===== config.mk =====
export PLATFORM = sky130hd
export DESIGN_NAME = uart_rx_frame_flat
export DESIGN_NICKNAME = d
export VERILOG_FILES = /design/src/rtl/uart_rx_frame_if.sv /design/src/rtl/uart_rx_frame.sv /design/src/flat_wrapper.sv
export SDC_FILE = /design/constraint.sdc
export NUM_CORES = 1
export LEC_CHECK = 0
export ABC_AREA = 1
export ABC_CLOCK_PERIOD_IN_PS = 2230
export CORE_UTILIZATION = 55
export CTS_CLUSTER_DIAMETER = 60
export DETAILED_ROUTE_END_ITERATION = 7
export GPL_TIMING_DRIVEN = 0
export PLACE_DENSITY = 0.9
export SLEW_MARGIN = 40
export SYNTH_ARGS = -nofsm -noshare
export SYNTH_HDL_FRONTEND = slang
export SYNTH_SLANG_ARGS = --single-unit

===== constraint.sdc =====
create_clock -name clk -period 2.23 [get_ports clk]
set_clock_uncertainty 0.2 [all_clocks]
set_input_delay 0.446 -clock clk [delete_from_list [all_inputs] [get_ports clk]]
set_output_delay 0.446 -clock clk [all_outputs]
set_load 0.02 [all_outputs]

===== src/rtl/uart_rx_frame_if.sv =====
// rtl/uart_rx_frame_if.sv - received-word handshake bundle for the UART deframer
//
// Purpose: carries one received word plus its error flags from the deframer
// (master) to the consumer (slave) with a valid/ready transfer.
// Signals:
//   rx_data    word, bit 0 = first data bit on the line
//   rx_valid   rx_data holds an unconsumed word
//   rx_ready   consumer accept; transfer when rx_valid && rx_ready at a clk edge
//   rx_ferr    framing error on the held word
//   rx_perr    parity error on the held word
//   rx_overrun one-clk pulse when a completed frame was dropped
interface uart_rx_frame_if #(
    parameter int DATA_BITS = 8
) ();
    logic [DATA_BITS-1:0] rx_data;
    logic                 rx_valid;
    logic                 rx_ready;
    logic                 rx_ferr;
    logic                 rx_perr;
    logic                 rx_overrun;

    modport master (
        output rx_data,
        output rx_valid,
        output rx_ferr,
        output rx_perr,
        output rx_overrun,
        input  rx_ready
    );

    modport slave (
        input  rx_data,
        input  rx_valid,
        input  rx_ferr,
        input  rx_perr,
        input  rx_overrun,
        output rx_ready
    );
endinterface


===== src/rtl/uart_rx_frame.sv =====
// rtl/uart_rx_frame.sv - oversampling UART receive deframer with valid/ready output
//
// Purpose: synchronizes rxd, qualifies the start bit at its centre, shifts in
// DATA_BITS data bits LSB-first, checks the stop bit (and parity when the
// UART_RX_PARITY_EN macro is defined) and presents each word on a held output
// register with per-word error flags.
// Ports:
//   clk      system clock, rising edge
//   reset    asynchronous, active-high
//   os_tick  single-cycle strobe at OVERSAMPLE x baud
//   rxd      asynchronous serial line, idles high
//   busy     high whenever the receiver is not idle
//   rx       uart_rx_frame_if master: rx_data/rx_valid/rx_ready/rx_ferr/
//            rx_perr/rx_overrun
// Build option: UART_RX_PARITY_EN adds a parity bit between data and stop;
// without it rx_perr is always 0.
module uart_rx_frame #(
    parameter int DATA_BITS  = 8,
    parameter int OVERSAMPLE = 16,
    parameter int PARITY_ODD = 0
) (
    input  logic               clk,
    input  logic               reset,
    input  logic               os_tick,
    input  logic               rxd,
    output logic               busy,
    uart_rx_frame_if.master    rx
);
    localparam int TW = $clog2(OVERSAMPLE);
    localparam int BW = $clog2(DATA_BITS + 1);

    localparam logic [TW-1:0] LP_TICK_HALF = TW'(OVERSAMPLE / 2 - 1);
    localparam logic [TW-1:0] LP_TICK_LAST = TW'(OVERSAMPLE - 1);
    localparam logic [BW-1:0] LP_BIT_LAST  = BW'(DATA_BITS - 1);
    localparam logic          LP_ODD       = (PARITY_ODD != 0);

    localparam logic [2:0] S_IDLE      = 3'd0;
    localparam logic [2:0] S_START     = 3'd1;
    localparam logic [2:0] S_DATA      = 3'd2;
    localparam logic [2:0] S_PARITY    = 3'd3;
    localparam logic [2:0] S_STOP      = 3'd4;
    localparam logic [2:0] S_WAIT_IDLE = 3'd5;

    logic                 r_rxd_meta;
    logic                 r_rxd_sync;
    logic [2:0]           r_state;
    logic [TW-1:0]        r_tick;
    logic [BW-1:0]        r_bit;
    logic [DATA_BITS-1:0] r_shreg;
    logic [DATA_BITS-1:0] r_data;
    logic                 r_valid;
    logic                 r_ferr;
    logic                 r_perr;
    logic                 r_overrun;

    logic w_bit_edge;
    logic w_deliver;
    logic w_xfer;
    logic w_perr_word;

    // Bit-centre sample point for DATA, PARITY and STOP.
    assign w_bit_edge = os_tick && (r_tick == LP_TICK_LAST);
    assign w_deliver  = (r_state == S_STOP) && w_bit_edge;
    assign w_xfer     = r_valid && rx.rx_ready;

`ifdef UART_RX_PARITY_EN
    logic r_perr_int;
    assign w_perr_word = r_perr_int;
`else
    // No parity bit on the line, so the parity sense has nothing to act on.
    assign w_perr_word = LP_ODD & 1'b0;
`endif

    always_ff @(posedge clk or posedge reset) begin
        if (reset) begin
            r_rxd_meta <= 1'b1;
            r_rxd_sync <= 1'b1;
        end else begin
            r_rxd_meta <= rxd;
            r_rxd_sync <= r_rxd_meta;
        end
    end

    always_ff @(posedge clk or posedge reset) begin
        if (reset) begin
            r_state <= S_IDLE;
            r_tick  <= '0;
            r_bit   <= '0;
            r_shreg <= '0;
`ifdef UART_RX_PARITY_EN
            r_perr_int <= 1'b0;
`endif
        end else begin
            case (r_state)
                S_IDLE: begin
                    if (os_tick && !r_rxd_sync) begin
                        r_state <= S_START;
                        r_tick  <= '0;
                    end
                end
                S_START: begin
                    if (os_tick) begin
                        if (r_tick == LP_TICK_HALF) begin
                            // A glitch shorter than half a bit is a false start.
                            if (r_rxd_sync) begin
                                r_state <= S_IDLE;
                            end else begin
                                r_state <= S_DATA;
                                r_tick  <= '0;
                                r_bit   <= '0;
                            end
                        end else begin
                            r_tick <= r_tick + 1'b1;
                        end
                    end
                end
                S_DATA: begin
                    if (w_bit_edge) begin
                        r_shreg <= {r_rxd_sync, r_shreg[DATA_BITS-1:1]};
                        r_bit   <= r_bit + 1'b1;
                        r_tick  <= '0;
                        if (r_bit == LP_BIT_LAST) begin
`ifdef UART_RX_PARITY_EN
                            r_state <= S_PARITY;
`else
                            r_state <= S_STOP;
`endif
                        end
                    end else if (os_tick) begin
                        r_tick <= r_tick + 1'b1;
                    end
                end
`ifdef UART_RX_PARITY_EN
                S_PARITY: begin
                    if (w_bit_edge) begin
                        r_perr_int <= (^r_shreg) ^ r_rxd_sync ^ LP_ODD;
                        r_tick     <= '0;
                        r_state    <= S_STOP;
                    end else if (os_tick) begin
                        r_tick <= r_tick + 1'b1;
                    end
                end
`endif
                S_STOP: begin
                    if (w_bit_edge) begin
                        r_tick  <= '0;
                        // A low stop bit may be a break; wait for the line to idle.
                        r_state <= r_rxd_sync ? S_IDLE : S_WAIT_IDLE;
                    end else if (os_tick) begin
                        r_tick <= r_tick + 1'b1;
                    end
                end
                S_WAIT_IDLE: begin
                    if (r_rxd_sync) begin
                        r_state <= S_IDLE;
                    end
                end
                default: r_state <= S_IDLE;
            endcase
        end
    end

    always_ff @(posedge clk or posedge reset) begin
        if (reset) begin
            r_data    <= '0;
            r_valid   <= 1'b0;
            r_ferr    <= 1'b0;
            r_perr    <= 1'b0;
            r_overrun <= 1'b0;
        end else begin
            r_overrun <= 1'b0;
            if (w_deliver) begin
                // A transfer on the delivery edge frees the register for the new word.
                if (r_valid && !rx.rx_ready) begin
                    r_overrun <= 1'b1;
                end else begin
                    r_data  <= r_shreg;
                    r_ferr  <= !r_rxd_sync;
                    r_perr  <= w_perr_word;
                    r_valid <= 1'b1;
                end
            end else if (w_xfer) begin
                r_valid <= 1'b0;
            end
        end
    end

    assign busy          = (r_state != S_IDLE);
    assign rx.rx_data    = r_data;
    assign rx.rx_valid   = r_valid;
    assign rx.rx_ferr    = r_ferr;
    assign rx.rx_perr    = r_perr;
    assign rx.rx_overrun = r_overrun;
endmodule


===== src/flat_wrapper.sv =====
// flat-port wrapper written by rule: the top's interface ports become plain ports
module uart_rx_frame_flat 
#(
    parameter int DATA_BITS  = 8,
    parameter int OVERSAMPLE = 16,
    parameter int PARITY_ODD = 0
)
  (clk, reset, os_tick, rxd, busy, rx_rx_data, rx_rx_valid, rx_rx_ferr, rx_rx_perr, rx_rx_overrun, rx_rx_ready);
  uart_rx_frame_if #(.DATA_BITS(DATA_BITS)) rx_i ();
  input  logic clk;
  input  logic reset;
  input  logic os_tick;
  input  logic rxd;
  output logic busy;
  output wire logic [$bits(rx_i.rx_data)-1:0] rx_rx_data;
  output wire logic [$bits(rx_i.rx_valid)-1:0] rx_rx_valid;
  output wire logic [$bits(rx_i.rx_ferr)-1:0] rx_rx_ferr;
  output wire logic [$bits(rx_i.rx_perr)-1:0] rx_rx_perr;
  output wire logic [$bits(rx_i.rx_overrun)-1:0] rx_rx_overrun;
  input wire logic [$bits(rx_i.rx_ready)-1:0] rx_rx_ready;
  assign rx_rx_data = rx_i.rx_data;
  assign rx_rx_valid = rx_i.rx_valid;
  assign rx_rx_ferr = rx_i.rx_ferr;
  assign rx_rx_perr = rx_i.rx_perr;
  assign rx_rx_overrun = rx_i.rx_overrun;
  assign rx_i.rx_ready = rx_rx_ready;
  uart_rx_frame #(.DATA_BITS(DATA_BITS), .OVERSAMPLE(OVERSAMPLE), .PARITY_ODD(PARITY_ODD)) u_core (.clk(clk), .reset(reset), .os_tick(os_tick), .rxd(rxd), .busy(busy), .rx(rx_i));
endmodule

### Yosys cells after proc, flatten, opt, wreduce, memory -nomap -nowiden

Index checks and enable logic that the tools add are counted.

| storage, ports and cells | value |
|---|---|
| register bits | 32 |
| bits of input ports | 5 |
| output and inout port bits | 13 |
| logic and storage cells | 76 |

| operators by class | value |
|---|---|
| add/subtract/negate cells | 2 |
| eq/ne operators | 18 |
| mux-type cells | 26 |
| bitwise logic cells | 1 |
| reduce and logical (&&, ||, !) cells | 19 |

Operators by type and width:

| operator | count |
|---|---|
| $mux 4 | 9 |
| $mux 3 | 8 |
| $pmux 3 s5 | 1 |
| $ne 2x1->1 const B | 6 |
| $pmux 4 s3 | 1 |
| $reduce_and 5->1 | 2 |
| $add 4x1->4 const B | 2 |
| $eq 4x3->1 const B | 2 |
| $pmux 4 s2 | 1 |
| $reduce_and 7->1 | 1 |
| $eq 3x3->1 const B | 2 |
| $ne 2x2->1 const B | 3 |
| $reduce_and 2->1 | 3 |
| $reduce_bool 3->1 | 2 |
| $logic_and 1x1->1 | 5 |
| $mux 1 | 5 |
| $eq 4x4->1 const B | 1 |
| $reduce_bool 2->1 | 2 |
| $eq 3x1->1 const B | 1 |
| $eq 3x2->1 const B | 1 |
| $logic_not 3->1 | 1 |
| $ne 3x1->1 const B | 1 |
| $ne 3x3->1 const B | 1 |
| $logic_not 1->1 | 2 |
| 3 further kinds | 3 |

### Logic depth before layout (Yosys ltp)

Gate-level depths: netlist of the first run.

| logic depth | value |
|---|---|
| depth in word-level cells | 5 |
| gate-level depth with buffers | 9 |
| depth with buffers taken out | 9 |

### Least setup slack after synthesis of the first run

Ideal clock, no wire load.

| timing | value |
|---|---|
| path type | register to register |
| start | register u_core.r_tick[0] |
| end | register u_core.r_data[0], in the netlist u_core.rx.rx_data[0] |
| library setup time | 0.117 ns |
| arrival time | 1.284 ns |
| required time | 1.913 ns |
| slack | 0.629 ns |
| cell stages (with the launch flop) | 10 |
| buffers on the path | 1 |
| period minus slack after synthesis | 1.601 ns |
| cells stage by stage | dfrtp_1 -> ha_1 -> nand2_2 -> nor2_4 -> inv_2 -> nor2_4 -> nand2_4 -> buf_6 -> nand2_1 -> nand2_1 |

| between the ends | value |
|---|---|
| longest elaborated chain between the ends | 4 |

RTL lines:

| what | RTL line | text |
|---|---|---|
| start, declared | uart_rx_frame.sv:47 | `logic [TW-1:0] r_tick;` |
| start signal, assigned | uart_rx_frame.sv:113 | `r_tick <= r_tick + 1'b1;` |
| start signal, assigned | uart_rx_frame.sv:130 | `r_tick <= r_tick + 1'b1;` |
| start signal, assigned | uart_rx_frame.sv:150 | `r_tick <= r_tick + 1'b1;` |
| $eq 4x4->1 | uart_rx_frame.sv:62 | `assign w_bit_edge = os_tick && (r_tick == LP_TICK_LAST);` |
| $logic_and 1x1->1 | uart_rx_frame.sv:62 |  |
| $logic_and 1x1->1 | uart_rx_frame.sv:63 | `assign w_deliver = (r_state == S_STOP) && w_bit_edge;` |
| $reduce_and 2->1 (no line) | n/a |  |
| end signal, assigned | uart_rx_frame.sv:177 | `r_data <= r_shreg;` |
| end, declared | uart_rx_frame.sv:50 | `logic [DATA_BITS-1:0] r_data;` |

No other way between the ends.
A chain may end at the register's enable or synchronous reset.

### Worst setup path after layout of the first run

| timing | value |
|---|---|
| start | register u_core.r_state[1] |
| end | output port busy |

| between the ends | value |
|---|---|
| longest elaborated chain between the ends | 1 |

RTL lines:

| what | RTL line | text |
|---|---|---|
| start, declared | uart_rx_frame.sv:46 | `logic [2:0] r_state;` |
| start signal, assigned | uart_rx_frame.sv:148 | `r_state <= r_rxd_sync ? S_IDLE : S_WAIT_IDLE;` |
| $reduce_bool 3->1 | uart_rx_frame.sv:188 | `assign busy = (r_state != S_IDLE);` |
| end, declared | flat_wrapper.sv:14 | `output logic busy;` |

No other way between the ends.

==> run summary, run 1 <==
Critical Path AT - 1.43 ns
Power Density - 861 mW/mm^2
Post-Syn Area - 0.00167 sq mm
Final Slew Violations - 0
RSZ-0062 raised after global routing - no
Hold/Removal Path Class - flop to flop
Slew @ Worst Pin - 0.644 ns
slew margin rel. - 0.570
most frequent cell after synthesis - nand2_1
hold buffers post-CTS - 0
post-route ant nets - 0
Post-synth EDFFs - 0
R2R cell count - 9
DRT Pass-1 Iters - 8
synth cell count leaders - nand2_1, dfrtp_1, inv_1, nand3_1, nor2_1
Total GRT Usage - 0.232
DP HPWL - 2340 microns
Critical Path Source - u_core.r_state[1]
r2r startpoint - u_core.r_tick[0]
CTS sink count - 32
reg2reg setup slack - 0.36 ns
Worst-Skew Late Latency - 0.34 ns
Die Span Y - 57.1 microns
DRC violations left - 2
Worst VDD drop - 0.600 mV
Mapped Cells - 205
Routed WL - 3160 microns
Crit Path Category - flop to output port
Root Buffer - clkbuf_4
Clock Tree Buf Depth - 2
Synth top area share - 0.450
met3 WL post-DR - 136 microns
met2 wire length - 1570 microns
post-route setup TNS - 0 ns
die area - 0.00326 sq mm
Leakage - 0.941 nW
routed vias - 1,375
startpoint class of the critical path - flop
CP max FO - 6
layout cells sized above 1 - 0.170
failing checks - DRC
final hold violation count - 0
antenna violations before repair - 0
Area Growth Syn to Fin - 16.6%
clock slew at reported path FFs - 0.09 ns
die width - 57.1 microns
vias in the first global route - 1,338
Hold WS - 0.163 ns
ant diodes - 0
DR vias/cell - 5.29
Metal-1 WL - 1400 microns
Finish-stage setup viols - 0
top_reg_cell synth - dfrtp_1
H-tree depth - 2
Ports - 18
FF+latch count, synth - 32
TritonCTS buffer count - 5
initial DRC count - 53
CORE AREA - 0.00281 sq mm
MaxCap Viol Count - 0
WP data required - 1.58 ns
CP Capture Point - busy
Post-CTS Resized - 3
Synthesized Nets - 212
largest area contributor in the netlist - dfrtp_1
Sequential Area - 805 sq um
register area share after synthesis - 0.481
Initial Util - 0.595
first-pass GRT wire length - 5710 microns
# port buffers - 16
Area contributors post-synth - dfrtp_1, nand2_1, nand3_1, inv_1, o21ai_2
Tot Pwr - 1.68 mW
crit path capture type - output port
postcts setup bufs - 0
Synth cell types - 25
Ys Warns - 0
Tcrit/Tclk final - 0.933
wire length per cell after detailed routing - 12.2 microns
Syn Area/Cell - 8.14 sq um
CTS tree - yes
grt ovf - 0
pin count of the biggest net entering global routing - 33
status - complete, but fails checks
fmax - 481 MHz
reg2reg end - u_core.rx.rx_data[0]
final net count - 235
Rows - 19
top sig layer - met4
fin crit period - 2.08 ns
Filler cells - 229
Final Wtd Congestion - 0.921
footprint of the multi-input gates - 748 sq um
asr flop ratio synth - 1.00
## power by group
part | switching [mW] | internal [mW] | leakage [nW]
clock | 0.196 | 0.235 | 0.0422
sequential | 0.0611 | 0.624 | 0.435
combinational | 0.375 | 0.184 | 0.464
## kinds of logic (layout without fill, tap and decap cells)
| family | after synthesis | count (layout) | share of synthesized area |
|---|---|---|---|
| and+or+nand+nor | 117 | 117 | 0.325 |
| DFF | 32 | 32 | 0.481 |
| buffers and inverters | 27 | 51 | 0.0720 |
| AOI/OAI and AO/OA | 23 | 23 | 0.0885 |
| xor gates and xnor gates | 3 | 3 | 0.0157 |
| adders and majority gates | 2 | 2 | 0.0150 |
| other | 1 | 1 | 0.00225 |
## final cells by class
cell class / instances / share of cell area
sequential: 32 / 0.413
multi-input combinational: 146 / 0.384
timing repair buffer: 16 / 0.0816
inverter: 24 / 0.0463
clock buffer: 6 / 0.0212
tap: 31 / 0.0199
clock inverter: 2 / 0.0180
buffer: 3 / 0.0154
## registers in the layout, indices dropped and copies added (netlist names)
signal,flops
u_core.rx.rx_valid,1
u_core.r_state,3
u_core.rx.rx_ferr,1
u_core.r_bit,4
u_core.r_rxd_sync,1
u_core.r_shreg,8
u_core.rx.rx_overrun,1
u_core.r_rxd_meta,1
u_core.r_tick,4
u_core.rx.rx_data,8
## layout by cell type (no fill, tap or decap), types with 2 or more instances in the layout
| cell type | n |
|---|---|
| nand2_1 | 70 |
| dfrtp_1 | 29 |
| inv_1 | 20 |
| nand3_1 | 18 |
| clkdlybuf4s50_1 | 15 |
| nor2_1 | 11 |
| o21ai_0 | 11 |
| o21ai_2 | 8 |
| clkbuf_4 | 5 |
| inv_2 | 4 |
| nor2_2 | 4 |
| nand2_4 | 3 |
| nand2_2 | 3 |
| nor2_4 | 3 |
| xor2_1 | 2 |
| buf_6 | 2 |
| nand4_1 | 2 |
| nor3_1 | 2 |
| o21ai_1 | 2 |
| ha_1 | 2 |
| dfstp_2 | 2 |
## worst max-delay path, cell delays in order (launching register included)
cell and delay (ns):
dfrtp_1 0.48, nor2_2 0.20, nand2_1 0.09, dlygate4sd2_1 0.33
## worst min path at each step
| stage | startpoint | endpoint | slack, ns | cells past startpoint |
|---|---|---|---|---|
| detailed placement | u_core.r_rxd_meta | u_core.r_rxd_sync | 0.15 | 0 |
| floorplan | u_core.r_rxd_meta | u_core.r_rxd_sync | 0.15 | 0 |
| global placement | u_core.r_rxd_meta | u_core.r_rxd_sync | 0.15 | 0 |
| global route | u_core.r_rxd_meta | u_core.r_rxd_sync | 0.17 | 0 |
| finish | u_core.r_rxd_meta | u_core.r_rxd_sync | 0.16 | 0 |
| CTS | u_core.r_rxd_meta | u_core.r_rxd_sync | 0.16 | 0 |
## through the flow
stage	worst slack (ns)	std cells	util	area, sq um
floorplan	0.629	205	-	1670
global placement	0.109	252	0.666	1870
detailed placement	0.0694	252	0.666	1870
CTS	0.146	260	0.694	1950
global route	0.116	260	0.694	1950
finish	0.150	260	0.694	1950
## layer usage
metal | vias to the layer above | track usage
li1 | 687 | -
met1 | 650 | 0.286
met2 | 32 | 0.392
met3 | 6 | 0.0635
met4 | 0 | 0.0871
met5 | - | 0
Note: power is estimated with default switching activity, not from simulation.
==> inputs of run 2 (changes only) <==
--- a/config.mk
+++ b/config.mk
@@ -12,6 +12,7 @@
 export DETAILED_ROUTE_END_ITERATION = 7
 export GPL_TIMING_DRIVEN = 0
 export PLACE_DENSITY = 0.9
+export REMOVE_ABC_BUFFERS = 1
 export SLEW_MARGIN = 40
 export SYNTH_ARGS = -nofsm -noshare
 export SYNTH_HDL_FRONTEND = slang
==> run 2 against run 1 <==
  * The flow still finishes with violations (DRC)
  * Largest power group unchanged
  * Total power shrank 0.52%
  * Register-to-register slack is essentially flat
  * Combinational power shrank 2%
  * Critical endpoint unchanged
==> run summary, run 2 (synthesized netlist as in run 1, its figures left out) <==
die area - 0.00326 sq mm
Routed WL - 2860 microns
post-route setup TNS - 0 ns
vias in the first global route - 1,252
RSZ-0062 raised after global routing - no
first-pass GRT wire length - 5050 microns
CTS sink count - 32
Slew @ Worst Pin - 0.622 ns
routed vias - 1,317
DP HPWL - 2090 microns
slew margin rel. - 0.585
Power Density - 868 mW/mm^2
crit path capture type - output port
Critical Path AT - 1.40 ns
initial DRC count - 57
CP max FO - 6
antenna violations before repair - 0
ant diodes - 0
Area Growth Syn to Fin - 15.0%
DRT Pass-1 Iters - 7
Initial Util - 0.595
Finish-stage setup viols - 0
CP Cell Sequence - nor2_2 -> nand2_1 -> dlygate4sd2_1
# port buffers - 16
Worst VDD drop - 0.587 mV
H-tree depth - 2
most common cell after layout, fill and taps aside - nand2_1
failing checks - DRC
Worst-Skew Late Latency - 0.33 ns
post-route ant nets - 0
pin count of the biggest net entering global routing - 33
startpoint class of the critical path - flop
fin area - 0.00192 sq mm
Leakage - 0.924 nW
Crit path largest cell delay - 0.48 ns
fmax - 490 MHz
Ports - 18
DR vias/cell - 5.12
Final Slew Violations - 0
Placed Area - 0.00184 sq mm
grt ovf - 0
layout cells sized above 1 - 0.159
most frequent cells in the layout - nand2_1, dfrtp_1, inv_1
clock slew at reported path FFs - 0.11 ns
TritonCTS buffer count - 5
Total GRT Usage - 0.203
die width - 57.1 microns
WP data required - 1.58 ns
final net count - 232
Hold/Removal Path Class - flop to flop
Rows - 19
MaxCap Viol Count - 0
DRC violations left - 4
final hold violation count - 0
CTS tree - yes
fin crit period - 2.04 ns
Tcrit/Tclk final - 0.916
Final Wtd Congestion - 0.890
wire length per cell after detailed routing - 11.1 microns
CP max-delay cell - dfrtp_1
Die Span Y - 57.1 microns
status - complete, but fails checks
CORE AREA - 0.00281 sq mm
Root Buffer - clkbuf_4
Crit Path Category - flop to output port
Clock Tree Buf Depth - 2
[run 2: metrics by stage]
step	power (mW)	util	std cells	worst slack, ns	hold WS [ns]
floorplan	1.12	-	202	0.664	0.145
global placement	1.23	0.655	249	0.153	0.145
detailed placement	1.25	0.655	249	0.127	0.147
CTS	1.68	0.684	257	0.170	0.162
global route	1.79	0.684	257	0.135	0.166
finish	1.67	0.684	257	0.188	0.159
[run 2: cell type report]
type / count / area (sq um)
Tap cell: 31 / 38.8
Sequential cell: 32 / 803
Multi-Input combinational cell: 146 / 748
Clock inverter: 3 / 42.5
Fill cell: 228 / 886
Clock buffer: 5 / 37.5
Inverter: 24 / 90.1
Timing Repair Buffer: 16 / 159
[run 2: routing by layer]
layer / GRT usage / wire length [microns]
met1: 0.245 / 1340
met2: 0.333 / 1320
met3: 0.0454 / 131
met4: 0.125 / 65
met5: 0 / 0
[run 2: worst paths after layout]
kind,startpoint,endpoint,slack [ns],cells after the start
hold reg to reg,u_core.r_rxd_meta,u_core.r_rxd_sync,0.16,0
min in group asynchronous,reset,u_core.rx.rx_data[4],0.30,2
setup reg to reg,u_core.r_tick[0],u_core.r_bit[2],0.37,6
max in group asynchronous,reset,u_core.r_bit[0],1.12,2
setup / recovery,u_core.r_state[1],busy,0.19,3
hold / removal,u_core.r_rxd_meta,u_core.r_rxd_sync,0.16,0
[run 2: power by group]
part | switching [mW] | internal, mW | total, mW
logic | 0.367 | 0.182 | 0.549
clock network | 0.202 | 0.234 | 0.436
registers | 0.0601 | 0.622 | 0.682
[run 2: timing repair]
action,in CTS,in global routing
setup endpoints to repair,1,0
buffers inserted,0,0
resized for setup,2,0
hold buffers,0,0
[run 2: critical path, delay by kind of cell, from the launching register on]
| kind | cells | cell delay, ns |
|---|---|---|
| DFF | 1 | 0.48 |
| buffers and inverters | 1 | 0.32 |
| and+or+nand+nor | 2 | 0.26 |
==> inputs of run 3 (changes only) <==
--- a/config.mk
+++ b/config.mk
@@ -12,7 +12,6 @@
 export DETAILED_ROUTE_END_ITERATION = 7
 export GPL_TIMING_DRIVEN = 0
 export PLACE_DENSITY = 0.9
-export REMOVE_ABC_BUFFERS = 1
 export SLEW_MARGIN = 40
 export SYNTH_ARGS = -nofsm -noshare
 export SYNTH_HDL_FRONTEND = slang
==> results of run 3 <==
Same layout as run 1: the final DEF is identical, and so are final timing and power.
